==> src/rtl/iter_sequencer.sv <==
// iter_sequencer: global barrier and iteration controller for the PageRank
// engine. Releases the ants once per iteration, gates the ant/NoC enable,
// launches the top-10 sorter after MAX_ITER releases and reports completion.
// Optional watchdog: define ITER_TIMEOUT_EN to abort a stalled iteration
// into SORT and raise a sticky timeout_err.
module iter_sequencer #(
  parameter int NUM_ANTS       = 4,
  parameter int MAX_ITER       = 40,
  parameter int ITER_W         = 13,
  parameter int TIMEOUT_CYCLES = 4096
) (
  input  logic                clk,
  input  logic                reset,
  input  logic                start,
  input  logic [NUM_ANTS-1:0] ant_sync,
  input  logic                sort_done,
  output logic                run_en,
  output logic                sync_go,
  output logic                sort_start,
  output logic                sort_en,
  output logic [ITER_W-1:0]   iter_count,
  output logic                busy,
  output logic                done,
  output logic                timeout_err
);

  typedef enum logic [2:0] {IDLE, RUN, SYNC, SORT, DONE} state_t;

  localparam logic [ITER_W-1:0] LAST_ITER = ITER_W'(MAX_ITER);

  state_t              state;
  logic [NUM_ANTS-1:0] armed;
  logic                met;
  logic                start_ok;
  logic [ITER_W-1:0]   iter_next;

  // An ant only counts toward the barrier after it has been seen low since the
  // previous release, so a level held across sync_go is not counted twice.
  assign met       = &(armed & ant_sync);
  assign start_ok  = start && (state == IDLE || state == DONE);
  assign iter_next = iter_count + ITER_W'(1);

  // Status outputs are decoded from the state register only.
  assign run_en  = (state == RUN) || (state == SYNC);
  assign sync_go = (state == SYNC);
  assign sort_en = (state == SORT) || (state == DONE);
  assign busy    = (state == RUN) || (state == SYNC) || (state == SORT);
  assign done    = (state == DONE);

  // Per-ant arming: re-armed when an ant drops its sync after a release.
  always_ff @(posedge clk) begin
    if (reset || start_ok) armed <= '1;
    else if (state == SYNC) armed <= '0;
    else armed <= armed | ~ant_sync;
  end

`ifdef ITER_TIMEOUT_EN
  localparam int WD_W = $clog2(TIMEOUT_CYCLES + 1);
  localparam logic [WD_W-1:0] WD_LAST = WD_W'(TIMEOUT_CYCLES - 1);

  logic [WD_W-1:0] wd;
  logic            wd_hit;

  assign wd_hit = (state == RUN) && !met && (wd == WD_LAST);

  // Watchdog: counts RUN cycles of the current iteration; the error is sticky.
  always_ff @(posedge clk) begin
    if (reset) begin
      wd          <= '0;
      timeout_err <= 1'b0;
    end else if (start_ok) begin
      wd          <= '0;
      timeout_err <= 1'b0;
    end else begin
      if (state == SYNC) wd <= '0;
      else if (state == RUN) wd <= wd + WD_W'(1);
      if (wd_hit) timeout_err <= 1'b1;
    end
  end
`else
  assign timeout_err = 1'b0;
`endif

  // Main sequencer; sort_start is a registered pulse on entry to SORT.
  always_ff @(posedge clk) begin
    if (reset) begin
      state      <= IDLE;
      iter_count <= '0;
      sort_start <= 1'b0;
    end else begin
      sort_start <= 1'b0;
      case (state)
        IDLE, DONE: begin
          if (start) begin
            state      <= RUN;
            iter_count <= '0;
          end
        end
        RUN: begin
          if (met) begin
            state <= SYNC;
          end
`ifdef ITER_TIMEOUT_EN
          else if (wd_hit) begin
            state      <= SORT;
            sort_start <= 1'b1;
          end
`endif
        end
        SYNC: begin
          iter_count <= iter_next;
          if (iter_next == LAST_ITER) begin
            state      <= SORT;
            sort_start <= 1'b1;
          end else begin
            state <= RUN;
          end
        end
        SORT: begin
          if (sort_done) state <= DONE;
        end
        default: state <= IDLE;
      endcase
    end
  end

endmodule

==> config.mk <==
export PLATFORM = sky130hd
export DESIGN_NAME = iter_sequencer
export DESIGN_NICKNAME = d
export VERILOG_FILES = /design/src/rtl/iter_sequencer.sv
export SDC_FILE = /design/constraint.sdc
export NUM_CORES = 1
export LEC_CHECK = 0
export CELL_PAD_IN_SITES_DETAIL_PLACEMENT = 2
export CELL_PAD_IN_SITES_GLOBAL_PLACEMENT = 2
export CORE_MARGIN = 2
export CORE_UTILIZATION = 31
export CTS_CLUSTER_DIAMETER = 50
export CTS_CLUSTER_SIZE = 24
export DETAILED_ROUTE_END_ITERATION = 6
export PLACE_DENSITY = 0.81
export SETUP_SLACK_MARGIN = 0.15
export SYNTH_ARGS = -nofsm -noshare
export SYNTH_HDL_FRONTEND = slang
export SYNTH_SLANG_ARGS = --single-unit
==> constraint.sdc <==
create_clock -name clk -period 4.2 [get_ports clk]
set_input_delay 0.84 -clock clk [delete_from_list [all_inputs] [get_ports clk]]
set_output_delay 0.84 -clock clk [all_outputs]
set_load 0.02 [all_outputs]
* After elaboration in Yosys (flattened, before gate mapping)
Index checks and enable logic that the tools add are counted.
Word-level totals: word-level logic and storage cells 39, register bits 21, output and inout port bits 20, input port bits 8
Operators by class: equal/unequal tests 8, bitwise operators 4, reduce and logical (&&, ||, !) cells 13, mux-type cells 9, add/sub/neg operators 1
Operator list (count):
- case mux 13 bit (2 select lines) | 1
- adder 13 x 1 -> 13 bit (second input constant) | 1
- == test 13 x 6 -> 1 bit (second input constant) | 1
- 2-to-1 mux 13 bit | 1
- case mux 3 bit (4 select lines) | 1
- 2-to-1 mux 3 bit | 3
- == test 3 x 2 -> 1 bit (second input constant) | 2
- inequality test 2 bit (second input constant) | 3
- logical OR 1 bit | 5
- bitwise AND 4 bit | 1
- 2-to-1 mux 4 bit | 1
- inverter 4 bit | 1
- bitwise OR 4 bit | 1
- AND reduction 4 bit | 1
- OR reduction 2 bit | 2
- == test 3 x 1 -> 1 bit (second input constant) | 1
- == test 3 bit (second input constant) | 1
- logical NOT 3 bit | 1
- AND reduction 3 bit | 1
- 2-to-1 mux 2 bit | 1
- AND reduction 2 bit | 1
- nonzero test 2 bit | 1
- logical AND 1 bit | 1
- 2-to-1 mux 1 bit | 1
- inverter 1 bit | 1

* Logic depth before layout (Yosys ltp)
depth in word-level cells 4, gate-level depth with buffers 8, gate-level depth less buffers 7

* Worst setup path before layout
No wires, ideal clock.
path kind flip-flop to flip-flop, start reg iter_count[0], end reg state[1], arrival time 2.001 ns, buffers on the path 0, clock period less this slack 2.081 ns, library setup time 0.079 ns, setup slack 2.119 ns, cell stages (with the launch flop) 7, required time 4.121 ns, cells stage by stage dfxtp_1 -> ha_1 -> nand4_1 -> or3_2 -> o32ai_2 -> o2111ai_2 -> a211oi_2
Between the ends: longest elaborated chain between the ends 4
Ends and longest elaborated chain:
- start: declaration | line 21 | output logic [ITER_W-1:0] iter_count,
- start signal: assignment | line 111 | iter_count <= iter_next;
- adder 13 x 1 -> 13 bit | line 41 | assign iter_next = iter_count + ITER_W'(1);
- == test 13 x 6 -> 1 bit | line 112 | if (iter_next == LAST_ITER) begin
- 2-to-1 mux 2 bit | line 112
- case mux 3 bit (4 select lines) | line 92 | case (state)
- end signal: assignment | line 95 | state <= RUN;
- end signal: assignment | line 113 | state <= SORT;
- end signal: assignment | line 116 | state <= RUN;
- end: declaration | line 31 | state_t state;
Every way passes these cells. A chain may end at the register's enable or synchronous reset.

* Final worst setup path
start reg state[1], end out sync_go
Between the ends: longest elaborated chain between the ends 1
Ends and longest elaborated chain:
- start signal: assignment | line 87 | state <= IDLE;
- start signal: assignment | line 95
- start signal: assignment | line 101 | state <= SYNC;
- == test 3 x 2 -> 1 bit | line 45 | assign sync_go = (state == SYNC);
- end: declaration | line 18 | output logic sync_go,
Every way passes these cells.

==> run summary <==
WHS Path Cells: 2
Max stage delay on crit path: 0.67 ns
Combinational Power Share: 14.9%
# IOs: 28
IO Port Bufs: 26
Max frequency: 338 MHz
Mapped cell area: 1310 µm²
Total Wirelength: 4070 µm
N_diodes: 0
FF-to-FF Start: iter_count[0]$_SDFFE_PP0P_
Count of state elements after synthesis: 21
CP delay by family, top: buffers and inverters
Most common cell after layout, fill and taps aside: clkdlybuf4s50_1
Die Y: 69.0 µm
All-Layer GR Usage: 17.6%
Clk slew on worst S/H paths: 0.09 ns
Total number of vias: 1295
# DRC: 0
Initial DRC count: 63
Post-route ant nets: 0
Ys Warns: 0
TritonCTS clock tree: built
Yosys cell types: 45
DR pass1 iterations: 4
DR vias/cell: 5.56
Avg Inst Size Synth: 8.04 µm²
Clk_lat worst skew: 0.26 ns
Cell internal pwr: 294 µW
Root buffer cell: clkbuf_8
Placeable core area: 4030 µm²
Sw frac: 27.9%
Sequential area share after synthesis: 32.1%
First-pass GRT wire length: 6890 µm
# rows: 23
Leakage: 0.523 nW
Largest net degree at the start of global routing: 19
Per-cell routed wire length: 17.5 µm
Min Tclk post-route: 2.96 ns
Clk pwr share: 33.8%
Startpoint types: flop
Cell mode on critical path: nand2b_4
CP required: 3.36 ns
Slew Viols, Final: 0
Vias in the first global route: 1360
Worst EP arrival: 2.12 ns
EDFF count, synth: 0
Slack of the worst reg-to-reg path: 1.86 ns
RSZ-0062 raised after global routing: no
Post-Synthesis Cells: 163
Total negative slack: 0 ns
Kind of critical path: reg -> out
Total CTS buffers: 3
Fin crit share: 70.5%
Dpl hpwl: 3030 µm
Area growth from synthesis to layout: 23.3%
Die X: 69.0 µm
Max_cap viols: 0
Slowest CP cell: clkdlybuf4s50_1
CTS resizes: 0
Hold Violations, Final: 0
CP bufs+invs: 2
Synth area leaders: dfxtp_1 (32%), nor2_1 (6.3%), o21ai_0 (5.7%)
Run status: complete, no violations
Pwr Total: 407 µW
Reg power frac: 51.3%
Initial Utilization: 32.5%
Reg2reg end: state[1]$_SDFFE_PP0P_
Initial antenna violation count: 0
VDD IR max: 0.158 mV
Pwr/cell area: 252 nW/µm²
Share of cells above drive strength 1: 9.84%
Yosys top cell area share: 32.1%
GP Congestion: 0.772
DIE AREA: 4770 µm²
Synthesized Nets: 173
H-tree levels: 1
Slew @ Worst Pin: 0.781 ns
Most frequent cells in the layout: clkdlybuf4s50_1 (26), nor2_1 (22), dfxtp_1 (21)
# Post-CTS Setup Buffers: 0
Clk sinks: 21
Worst Hold Class: reg -> reg
Worst Path Max Fanout: 18
Gr ovfl total: 0
HP Start: armed[0]$_SDFF_PP1_
Reg2Reg Depth: 6
Hold EP: armed[0]$_SDFF_PP1_
Ys flop type: dfxtp_1
Max Root-Sink Buffers: 2
# nets final: 194
Hold buffer count at cts: 0
Worst Setup End Kind: output port
Final setup vio count: 0
Switching power: 114 µW
Final Skew: 0.00731 ns
Async SR Flop Fraction: 0%
Largest area contributor in the netlist: dfxtp_1
Worst-path cell chain: nand2b_4 -> nand2b_4 -> inv_2 -> clkdlybuf4s50_1
Relative slew slack: 47.9%
-- power by group through the flow --
stage                     Sequential, mW  Clock [mW]  Combinational [mW]
after floorplan                    0.211           0              0.0386
after global routing               0.210       0.152              0.0680
final                              0.209       0.138              0.0608
after detailed placement           0.214           0              0.0617
after global placement             0.213           0              0.0590
after CTS                          0.209       0.141              0.0621
-- cells by family (layout without fill, tap and decap cells) --
kind of cell | after synthesis | after routing | share of synthesized area [%]
AO/OA/AOI/OAI | 46 | 46 | 25.5
AND/OR/NAND/NOR | 75 | 75 | 31.6
flip-flops | 21 | 21 | 32.1
buffers and inverters | 14 | 34 | 6.01
adder cells (fa/ha/maj) | 2 | 2 | 1.91
other | 1 | 1 | 0.286
XOR/XNOR | 4 | 4 | 2.67
-- worst min-delay path, cell delays in order, from the launching register on --
cell and delay (ns):
dfxtp_1 0.33, nor2b_1 0.04, o21ai_0 0.12
-- cells in the mapped netlist (all sizes together), types with 2 or more instances --
cell	number
a32o	2
dfxtp	21
buf	5
nor2b	4
nand2	13
o21ai	15
clkbuf	5
nor2	22
or3	2
nand3	7
ha	2
a311oi	3
a211oi	2
a21oi	11
nor3	9
inv	4
a31oi	2
xnor2	3
and2	3
nand4	5
nand2b	5
a22oi	2
a41oi	2
-- routing by layer --
metal / global-route usage [%] / share of wire (%)
met2: 30.7 / 50
met4: 3.92 / 0.47
met5: 0 / 0
met1: 23.2 / 48
met3: 2.19 / 2.0
-- final cells by class --
class,count,area [µm²]
fill,474,2410
multi-input combinational,128,812
sequential,21,420
timing repair buffer,26,260
tap,50,62.6
clock buffer,3,41.3
inverter,4,15.0
clock inverter,1,5.00
-- per-stage QoR --
| stage | instances | area (µm²) | util [%] | hold slack (ns) | setup slack (ns) |
|---|---|---|---|---|---|
| floorplan | 163 | 1310 | - | 0.483 | 2.12 |
| finish | 233 | 1620 | 40.1 | 0.522 | 1.24 |
| detailed placement | 229 | 1570 | 39.0 | 0.513 | 1.40 |
| global placement | 229 | 1570 | 39.0 | 0.499 | 1.53 |
| global route | 233 | 1620 | 40.1 | 0.552 | 1.11 |
| CTS | 233 | 1620 | 40.1 | 0.534 | 1.23 |
-- registers in the layout, summed over array words and instances, names as in the netlist --
name        flops
iter_count     13
armed           4
state           3
sort_start      1
-- how the worst max path moves through the flow --
stage | startpoint | endpoint | slack [ns] | depth (start not counted)
5_1_grt | state[1]$_SDFFE_PP0P_ | sync_go | 1.11 | 4
3_5_place_dp | start | iter_count[9]$_SDFFE_PP0P_ | 1.40 | 6
2_1_floorplan | iter_count[0]$_SDFFE_PP0P_ | state[1]$_SDFFE_PP0P_ | 2.12 | 6
4_1_cts | state[1]$_SDFFE_PP0P_ | sync_go | 1.23 | 4
3_3_place_gp | start | iter_count[9]$_SDFFE_PP0P_ | 1.53 | 6
6_report | state[1]$_SDFFE_PP0P_ | sync_go | 1.24 | 4
Power figures use the tool's default switching activity.
